## src/rtl/branch_predict_flush.sv

```systemverilog
// Bimodal branch predictor (2-bit BHT) with EX-stage misprediction flush/redirect and perf counters.
// Latency: prediction and flush/redirect are combinational; BHT and counters update on the next clk edge; no backpressure.
module branch_predict_flush #(
  parameter int IDX_W      = 6,
  parameter int PC_W       = 32,
  parameter int CNT_W      = 16,
  parameter int PREDICT_EN = 1
) (
  input  logic             clk,
  input  logic             rst,
  input  logic [PC_W-1:0]  if_pc,
  output logic             if_pred_taken,
  input  logic             ex_valid,
  input  logic [PC_W-1:0]  ex_pc,
  input  logic [2:0]       ex_addr_sel,
  input  logic             ex_less,
  input  logic             ex_zero,
  input  logic             ex_pred_taken,
  output logic             flush_out,
  output logic [1:0]       redirect_sel,
  output logic [CNT_W-1:0] branch_cnt,
  output logic [CNT_W-1:0] mispred_cnt
);

  localparam int NUM_ENT = 1 << IDX_W;

  logic [1:0]       bht_q [NUM_ENT];
  logic [1:0]       bht_d [NUM_ENT];
  logic [CNT_W-1:0] branch_cnt_q, branch_cnt_d;
  logic [CNT_W-1:0] mispred_cnt_q, mispred_cnt_d;

  logic [IDX_W-1:0] if_idx;
  logic [IDX_W-1:0] ex_idx;
  logic             is_cond;
  logic             is_jump;
  logic             actual;
  logic             pred_eff;
  logic             mispred;
  logic             unused_pc_bits;

  assign if_idx = if_pc[IDX_W+1:2];
  assign ex_idx = ex_pc[IDX_W+1:2];
  assign unused_pc_bits = ^{if_pc[PC_W-1:IDX_W+2], if_pc[1:0], ex_pc[PC_W-1:IDX_W+2], ex_pc[1:0]};

  assign is_cond  = ex_valid && (ex_addr_sel == 3'd1 || ex_addr_sel == 3'd2);
  assign is_jump  = ex_valid && (ex_addr_sel == 3'd3 || ex_addr_sel == 3'd4);
  assign actual   = (ex_addr_sel == 3'd1) ? ex_less : ex_zero;
  assign pred_eff = (PREDICT_EN != 0) ? ex_pred_taken : 1'b0;
  assign mispred  = is_cond && (actual != pred_eff);

  // Lookup reads the registered table, so a same-index update is not visible until next cycle.
  assign if_pred_taken = (PREDICT_EN != 0) ? bht_q[if_idx][1] : 1'b0;

  always_comb begin
    flush_out    = 1'b0;
    redirect_sel = 2'd0;
    if (mispred) begin
      flush_out    = 1'b1;
      redirect_sel = actual ? 2'd1 : 2'd2;
    end else if (is_jump) begin
      flush_out    = 1'b1;
      redirect_sel = 2'd1;
    end
  end

  always_comb begin
    bht_d = bht_q;
    if (is_cond) begin
      if (actual && bht_q[ex_idx] != 2'b11) begin
        bht_d[ex_idx] = bht_q[ex_idx] + 2'd1;
      end else if (!actual && bht_q[ex_idx] != 2'b00) begin
        bht_d[ex_idx] = bht_q[ex_idx] - 2'd1;
      end
    end
  end

  always_comb begin
    branch_cnt_d  = branch_cnt_q;
    mispred_cnt_d = mispred_cnt_q;
    if (is_cond && !(&branch_cnt_q)) begin
      branch_cnt_d = branch_cnt_q + CNT_W'(1);
    end
    if (mispred && !(&mispred_cnt_q)) begin
      mispred_cnt_d = mispred_cnt_q + CNT_W'(1);
    end
  end

  always_ff @(posedge clk or posedge rst) begin
    if (rst) begin
      for (int i = 0; i < NUM_ENT; i++) begin
        bht_q[i] <= 2'b01;
      end
      branch_cnt_q  <= '0;
      mispred_cnt_q <= '0;
    end else begin
      bht_q         <= bht_d;
      branch_cnt_q  <= branch_cnt_d;
      mispred_cnt_q <= mispred_cnt_d;
    end
  end

  assign branch_cnt  = branch_cnt_q;
  assign mispred_cnt = mispred_cnt_q;

endmodule

```

## config.mk

```make
export PLATFORM = sky130hd
export DESIGN_NAME = branch_predict_flush
export DESIGN_NICKNAME = d
export VERILOG_FILES = /design/src/rtl/branch_predict_flush.sv
export SDC_FILE = /design/constraint.sdc
export NUM_CORES = 1
export LEC_CHECK = 0
export BUFFER_PORTS_ARGS = -buffer_cell sky130_fd_sc_hd__buf_2
export CAP_MARGIN = 20
export CORE_MARGIN = 4
export CORE_UTILIZATION = 55
export DETAILED_ROUTE_END_ITERATION = 10
export GPL_TIMING_DRIVEN = 0
export PLACE_DENSITY = 0.82
export SYNTH_ARGS = -nofsm -noshare
export SYNTH_HDL_FRONTEND = slang
export SYNTH_SLANG_ARGS = --single-unit
```

## constraint.sdc

```tcl
create_clock -name clk -period 13.74 [get_ports clk]
set_input_delay 2.748 -clock clk [delete_from_list [all_inputs] [get_ports clk]]
set_output_delay 2.748 -clock clk [all_outputs]
set_load 0.005 [all_outputs]
```

======== Yosys cells after proc, flatten, opt, wreduce, memory -nomap -nowiden ========
Cells that the tools add are included.
operators by class
  add/sub/neg operators ................... 4
  $lt $le $gt $ge ......................... 3
  equal/unequal tests ..................... 6
  muxes and demuxes ....................... 18
  bitwise logic cells ..................... 2
  reductions and logical operators ........ 18
operators with widths
  operator               number
  $bwmux 128             2
  $mux 128               2
  $add 16x1->16 const B  2
  $reduce_and 16->1      2
  $bmux 2 s6             2
  $ge 7x7->1 const B     2
  $mux 2                 7
  $not 6->7              2
  $demux 2 s6            1
  $logic_and 1x1->1      8
  $lt 7x1->1 const B     1
  $eq 3x2->1 const B     2
  $mux 1                 4
  $reduce_bool 2->1      2
  $eq 3x1->1 const B     1
  $eq 3x3->1 const B     1
  $logic_not 1->1        3
  $add 2x1->2 const B    1
  $logic_or 1x1->1       2
  $ne 2x2->1 const B     1
  $reduce_and 2->1       1
  $sub 2x1->2 const B    1
  $ne 1x1->1             1
storage, ports and cells
  flip-flop bits (word level) ............. 160
  input port bits ......................... 73
  output and inout port bits .............. 36

======== Logic depth before layout (Yosys ltp) ========
Gate-level depths: netlist of run 1.
  word-level depth ........................ 8
  gate-level depth with buffers ........... 17
  mapped depth without buffers ............ 12

======== Worst setup path after synthesis of run 1 ========
Ideal clock, no wire load.
  path type ............................... input-to-output
  start point ............................. input if_pc[2]
  end point ............................... output if_pred_taken
  data arrival time ....................... 4165 ps
  data required time ...................... 10992 ps
  path slack .............................. 6827 ps
  cell stages on the path ................. 7
  path buffers ............................ 2
  cell sequence ........................... buf_2 -> buf_2 -> mux4_2 -> nand3b_1 -> nand4_1 -> nor3_1 -> a311oi_1
on the way
  longest elaborated chain between the ends .. 4
ends and longest elaborated chain
  element                                     RTL line  RTL
  from (decl)                                 11        input logic [PC_W-1:0] if_pc,
  $not 6->7 (not written as such)             52        assign if_pred_taken = (PREDICT_EN != 0) ? bht_q[if_idx][1] : 1'b0;
  $bmux 2 s6                                  52
  $mux 2 (not written as such) (2 in series)  52
  to (decl)                                   12        output logic if_pred_taken,
Every way passes these cells. The select of a mux whose other input is x is not followed.

======== Final worst setup path of run 1 ========
  start point ............................. input if_pc[3]
  end point ............................... output if_pred_taken
The elaborated chain is that of the path after synthesis.

==> reports/metrics.cfg, run 1 <==
[clock_network]
cts.sinks = 160
root_buffer = clkbuf_16
clock_latency_ps = 440
hold_buffers = 0
cts_buffers = 17
cts_setup_buffers = 0
cts_resized = 0
cts_max_path_buffers = 2
h-tree-depth = 4
cts_tree = yes
path_clk_slew_ps = 60

[power]
p_int_uw = 880
p_seq_share_pct = 45.3
power_density_nw_per_um2 = 124
leakagePower_nw = 4.05
power.switching_uw = 332
p_sw_share_pct = 27.4
power_frac_comb_pct = 13.9
p_clk_share_pct = 40.8
peakVddDrop_v = 0.000112

[detailed_routing]
vias_per_cell = 6.19
ant_nets = 0
num_vias = 6811
drc_errors = 0
wl_per_cell_um = 21.2
drtPass1Iterations = 9
totalWireLength_um = 23300
drt_iter0_markers = 666

[floorplanning]
num_rows = 45
start_util_pct = 56.4
die_area_um2 = 17700
die_y_um = 133
ioPinCount = 109
die_x_um = 133
core_um2 = 15300

[setup_path]
crit_type = in2out
cp.arrival_ps = 5210
cp_common_cell = clkbuf_1
r2r_slack_ps = 9560
cp.required_ps = 10990
cp_max_fo = 10
slowest_delay_ps = 700
critPathCaptureType = output pin
critPathLaunchType = input port
slowest_stage = clkbuf_1
worstPathCellList = clkbuf_1, clkbuf_1, mux4_2, mux2i_1, o2111ai_1, nand2_1, a311oi_1, buf_2

[sta]
hold_ws_ps = 461
rsz0062_at_grt = no
timing.final.crit_period_ps = 7950
finalHoldViolCount = 0
setup_viol = 0
tightest_slew_ps = 1140
finalMaxSlewViolations = 0
post-route-period-util_pct = 57.9
tns_ps = 0
finalClockSkew_ps = 10.6
max_freq_mhz = 126
slew_headroom_pct = 23.7

[logic_synthesis]
postSynthCellCount = 807
syn_avg_cell_area_um2 = 10.7
async_flop_share_pct = 100
synth_area_um2 = 8610
yosysSeqAreaShare_pct = 47.4
synth_top_area_share_pct = 27.9
synth_area_leader_cell = dfrtp_1
synth_cell_types = 65
ys_top_cells_by_area = dfrtp_1 (28%), dfstp_2 (20%), nand2_1 (7.9%)
synth_flop_cell = dfrtp_1
ys.warnings.count = 0
syn-num-nets = 884
synth_seq_cells = 160
synth-edff-count = 0

[grt]
grt_overflow = 0
grt_usage_pct = 26.9
grt_max_degree = 83
antenna_found_initial = 0
grt_pass1_wl_um = 36700
first_global_vias = 6739

[hold_path]
holdCritPathClass = reg2reg

[placed_design]
dp_cells = 1068
port_buffers = 49
gp_congestion = 0.941
place_area_um2 = 9160
dp_hpwl_um = 16000

[final_layout]
postLayoutCellArea_um2 = 9770
instances_no_fill = 1100
drive_gt1_share_pct = 28.1
seqCellArea_um2 = 4080
fillers = 1178
final_util_pct = 64.0
layout.nets = 953
syn_to_final_growth_pct = 13.5
multi_input_area_um2 = 4240
antenna_cells = 0

[run_status]
status = complete, no violations

[job]
drv_cap = 0

## final cells by class
class	instances	share of cell area, %
Buffer	40	2.68
Clock buffer	22	4.86
Clock inverter	10	1.36
Inverter	8	0.359
Multi-Input combinational cell	599	43.4
Sequential cell	160	41.8
Tap cell	211	2.70
Timing Repair Buffer	50	2.79
## cell usage in the layout (no fill, tap or decap), types with 6 or more instances in the layout
cell type and instances:
a2111oi_4 8, a21oi_1 22, and2_1 8, buf_2 63
buf_4 6, buf_6 8, clkbuf_1 12, clkbuf_16 17
dfrtp_1 96, dfstp_2 64, inv_1 6, mux2_1 7
mux2_2 28, mux2i_1 29, mux4_2 27, nand2_1 181
nand2b_1 6, nand3_1 16, nand3b_1 6, nand4_1 10
nor2_1 24, nor2b_1 6, nor3_1 11, o21ai_0 54
o21ai_1 50, o22ai_1 6, xnor2_1 25, xor2_1 6
## cells in the mapped netlist (5+ instances only)
library cell / count
mux2i_1: 29
nand3b_1: 6
xnor2_1: 25
a21oi_1: 22
xor2_1: 6
dfrtp_1: 96
inv_1: 7
clkbuf_1: 10
nand2_1: 181
nor3_1: 13
o21ai_0: 54
and2_1: 8
nand2b_1: 6
buf_6: 8
nor2_1: 24
nor2b_1: 6
mux2_1: 7
o21ai_1: 50
dfstp_2: 64
buf_4: 6
o22ai_1: 6
a22oi_1: 5
mux4_2: 27
nand4_1: 10
buf_2: 14
a2111oi_4: 8
and4_1: 5
nand3_1: 16
a221oi_1: 5
mux2_2: 28
## power by group through the flow
stage | clock, mW | sequential (mW) | combinational, mW
global route | 0.517 | 0.553 | 0.183
global placement | 0 | 0.552 | 0.157
floorplan | 0 | 0.546 | 0.109
finish | 0.495 | 0.549 | 0.169
detailed placement | 0 | 0.554 | 0.165
CTS | 0.494 | 0.547 | 0.167
## metrics by stage
step | total power, mW | worst slack, ps
after floorplan | 0.655 | 6780
after global placement | 0.710 | 5030
after detailed placement | 0.720 | 5900
after CTS | 1.21 | 5880
after global routing | 1.25 | 5780
final | 1.21 | 5790
## kinds of logic (layout without fill, tap and decap cells)
family	after synthesis	in the layout	share of synthesized area (%)
AO/OA/AOI/OAI	176	176	13.8
buffers and inverters	48	130	3.39
XOR/XNOR	32	32	3.47
flip-flops	160	160	47.4
AND/OR/NAND/NOR	295	295	16.2
multiplexers	91	91	15.0
adder cells (fa/ha/maj)	5	5	0.698
## per-layer routing
layer  vias to the layer above  share of wire (%)  track usage, %  wire length, um
li1                       3050                  -               -                -
met1                      3260                 41            35.6             9580
met2                       421                 45            40.4            10400
met3                        80                9.8            7.70             2300
met4                         0                4.5            14.3             1050
met5                         -                  0            1.39                0
## critical path, delay by kind of cell
family | cells | cell delay, ps
AOI/OAI and AO/OA | 2 | 530
buffers and inverters | 3 | 1350
muxes | 2 | 490
and+or+nand+nor | 1 | 90
## worst paths after layout
check / start / to / depth (start not counted)
worst max-delay path: if_pc[3] / if_pred_taken / 8
worst min-delay path: flop / flop / 2
worst max register to register: flop / bht_q[75] / 14
worst min register to register: flop / flop / 2
max in group asynchronous: rst / asynchronous set/reset pin / 3
min in group asynchronous: rst / branch_cnt[5] / 2
Note: power is estimated with default switching activity, not from simulation.
==> run 2: changes to the inputs <==
CORE_UTILIZATION = 53   (was 55)
PLACE_DENSITY = 0.83   (was 0.82)
clock period = 6.6 ns   (was 13.74 ns; I/O delays follow)
==> run 2 against run 1 <==
Net effect:
- largest power group unchanged
- global-route usage down 1.1 points
- count of clock-buffer cells in the layout unchanged
- die area up 3.5%
==> reports/metrics.cfg, run 2 (synthesis gave the netlist of run 1 again) <==
[run_status]
status = complete, no violations  ; unchanged

[grt]
first_global_vias = 6678  ; was 6739
grt_max_degree = 91  ; was 83
grt_usage_pct = 25.9  ; was 26.9%
grt_pass1_wl_um = 36200  ; was 36700 um
antenna_found_initial = 0  ; unchanged
grt_overflow = 0  ; unchanged

[power]
leakagePower_nw = 4.07  ; was 4.05 nW
power_density_nw_per_um2 = 267  ; was 124 nW/um2
finalPower_mw = 2.62  ; was 1.21 mW
peakVddDrop_v = 0.000201  ; was 0.000112 V

[sta]
max_freq_mhz = 186
finalClockSkew_ps = 8.23  ; was 10.6 ps
finalMaxSlewViolations = 0  ; unchanged
post-route-period-util_pct = 81.5
setup_viol = 0  ; unchanged
rsz0062_at_grt = no  ; unchanged
slew_headroom_pct = 23.9  ; was 23.7%
timing.final.crit_period_ps = 5380
tns_ps = 0  ; unchanged
finalHoldViolCount = 0  ; unchanged
tightest_slew_ps = 1140  ; about the same

[clock_network]
path_clk_slew_ps = 60  ; about the same
h-tree-depth = 4  ; unchanged
cts.sinks = 160  ; unchanged
cts_resized = 0  ; unchanged
cts_max_path_buffers = 2  ; unchanged
root_buffer = clkbuf_16  ; unchanged
cts_tree = yes  ; unchanged
cts_setup_buffers = 0  ; unchanged
cts_buffers = 17  ; unchanged
clock_latency_ps = 440  ; about the same
hold_buffers = 0  ; unchanged

[floorplanning]
die_y_um = 135  ; was 133 um
core_um2 = 15900  ; was 15300 um2
num_rows = 46  ; was 45
die_x_um = 135  ; was 133 um
ioPinCount = 109  ; unchanged
start_util_pct = 54.2  ; was 56.4%
die_area_um2 = 18300  ; was 17700 um2

[placed_design]
port_buffers = 49  ; unchanged
gp_congestion = 0.964  ; was 0.941
place_area_um2 = 9170  ; was 9160 um2
dp_hpwl_um = 15900  ; was 16000 um

[final_layout]
layout.nets = 954  ; was 953
fillers = 1239  ; was 1178
final_util_pct = 61.9  ; was 64.0%
syn_to_final_growth_pct = 14.3  ; was 13.5%
final_cell_mix = nand2_1 (181), dfrtp_1 (96), buf_2 (64), dfstp_2 (64), o21ai_0 (54)  ; was nand2_1 (181), dfrtp_1 (96), dfstp_2 (64), buf_2 (63), o21ai_0 (54)
postLayoutCellArea_um2 = 9840  ; was 9770 um2
mostFrequentLayoutCell = nand2_1  ; unchanged
antenna_cells = 0  ; unchanged
drive_gt1_share_pct = 28.1  ; about the same

[detailed_routing]
totalWireLength_um = 23100  ; was 23300 um
ant_nets = 0  ; unchanged
vias_per_cell = 6.20  ; was 6.19
drt_iter0_markers = 825  ; was 666
wl_per_cell_um = 20.8  ; was 21.2 um
num_vias = 6854  ; was 6811
drc_errors = 0  ; unchanged
drtPass1Iterations = 6  ; was 9

[job]
drv_cap = 0  ; unchanged

[hold_path]
holdCritPathClass = reg2reg  ; unchanged

[setup_path]
cp.arrival_ps = 5700  ; was 5210 ps
critPathLaunchType = input port  ; unchanged
cp.required_ps = 6920  ; was 10990 ps
critPathCaptureType = flop  ; was output pin
crit_type = in2reg  ; was in2out
cp_max_fo = 10  ; unchanged

run 2: cell types whose count changed in the layout (fill, tap and decap cells not counted), sizes merged:
cell      change
clkinv        -4
bufinv        +3
clkinvlp      +1
buf           +1
run 2: final cells by class:
class / instances / area [um2] / share of cell area, %
multi-input cells: 599 / 4240 / 43.1
flip-flops and latches: 160 / 4080 / 41.5
clock buffers: 22 / 464 / 4.72
repair buffers: 51 / 278 / 2.82
well taps: 216 / 270 / 2.75
plain buffers: 40 / 262 / 2.66
clock inverters: 10 / 206 / 2.10
inverters: 8 / 35.0 / 0.356
run 2: power breakdown:
| group | switching, mW | internal [mW] |
|---|---|---|
| Combinational | 0.209 | 0.138 |
| Sequential | 0.0690 | 1.07 |
| Clock | 0.406 | 0.729 |
run 2: metrics by stage:
stage | setup WS [ps] | hold WS, ps | instances
finish | 1220 | 462 | 1106
global route | 1210 | 473 | 1106
floorplan | 1070 | 442 | 807
detailed placement | 1020 | 455 | 1073
global placement | -622 | 448 | 1072
CTS | 1470 | 464 | 1105
run 2: final timing paths:
path,startpoint,endpoint,slack (ps),depth (start not counted)
min,flop,flop,460,2
max reg2reg,flop,bht_q[49],2320,13
max,ex_pc[3],bht_q[49],1220,16
max in group asynchronous,rst,asynchronous set/reset pin,4700,3
min in group asynchronous,rst,branch_cnt[7],1020,2
min reg2reg,flop,flop,460,2
run 2: critical path, cell delays in order:
cell and delay (ps):
buf_2 280, buf_4 280, mux2i_1 260, o32ai_1 120
a311oi_1 410, o22ai_1 130, or3_4 410, buf_6 180
nand3b_1 180, ha_1 220, buf_2 250, nor2b_1 300
xor2_1 550, buf_2 380, buf_2 290, o21ai_0 130
run 2: routing by layer:
metal | up-vias | GRT usage, % | part of all wire [%]
li1 | 3049 | - | -
met1 | 3270 | 34.9 | 40
met2 | 441 | 38.9 | 45
met3 | 94 | 7.50 | 12
met4 | 0 | 11.8 | 4.0
met5 | - | 0 | 0
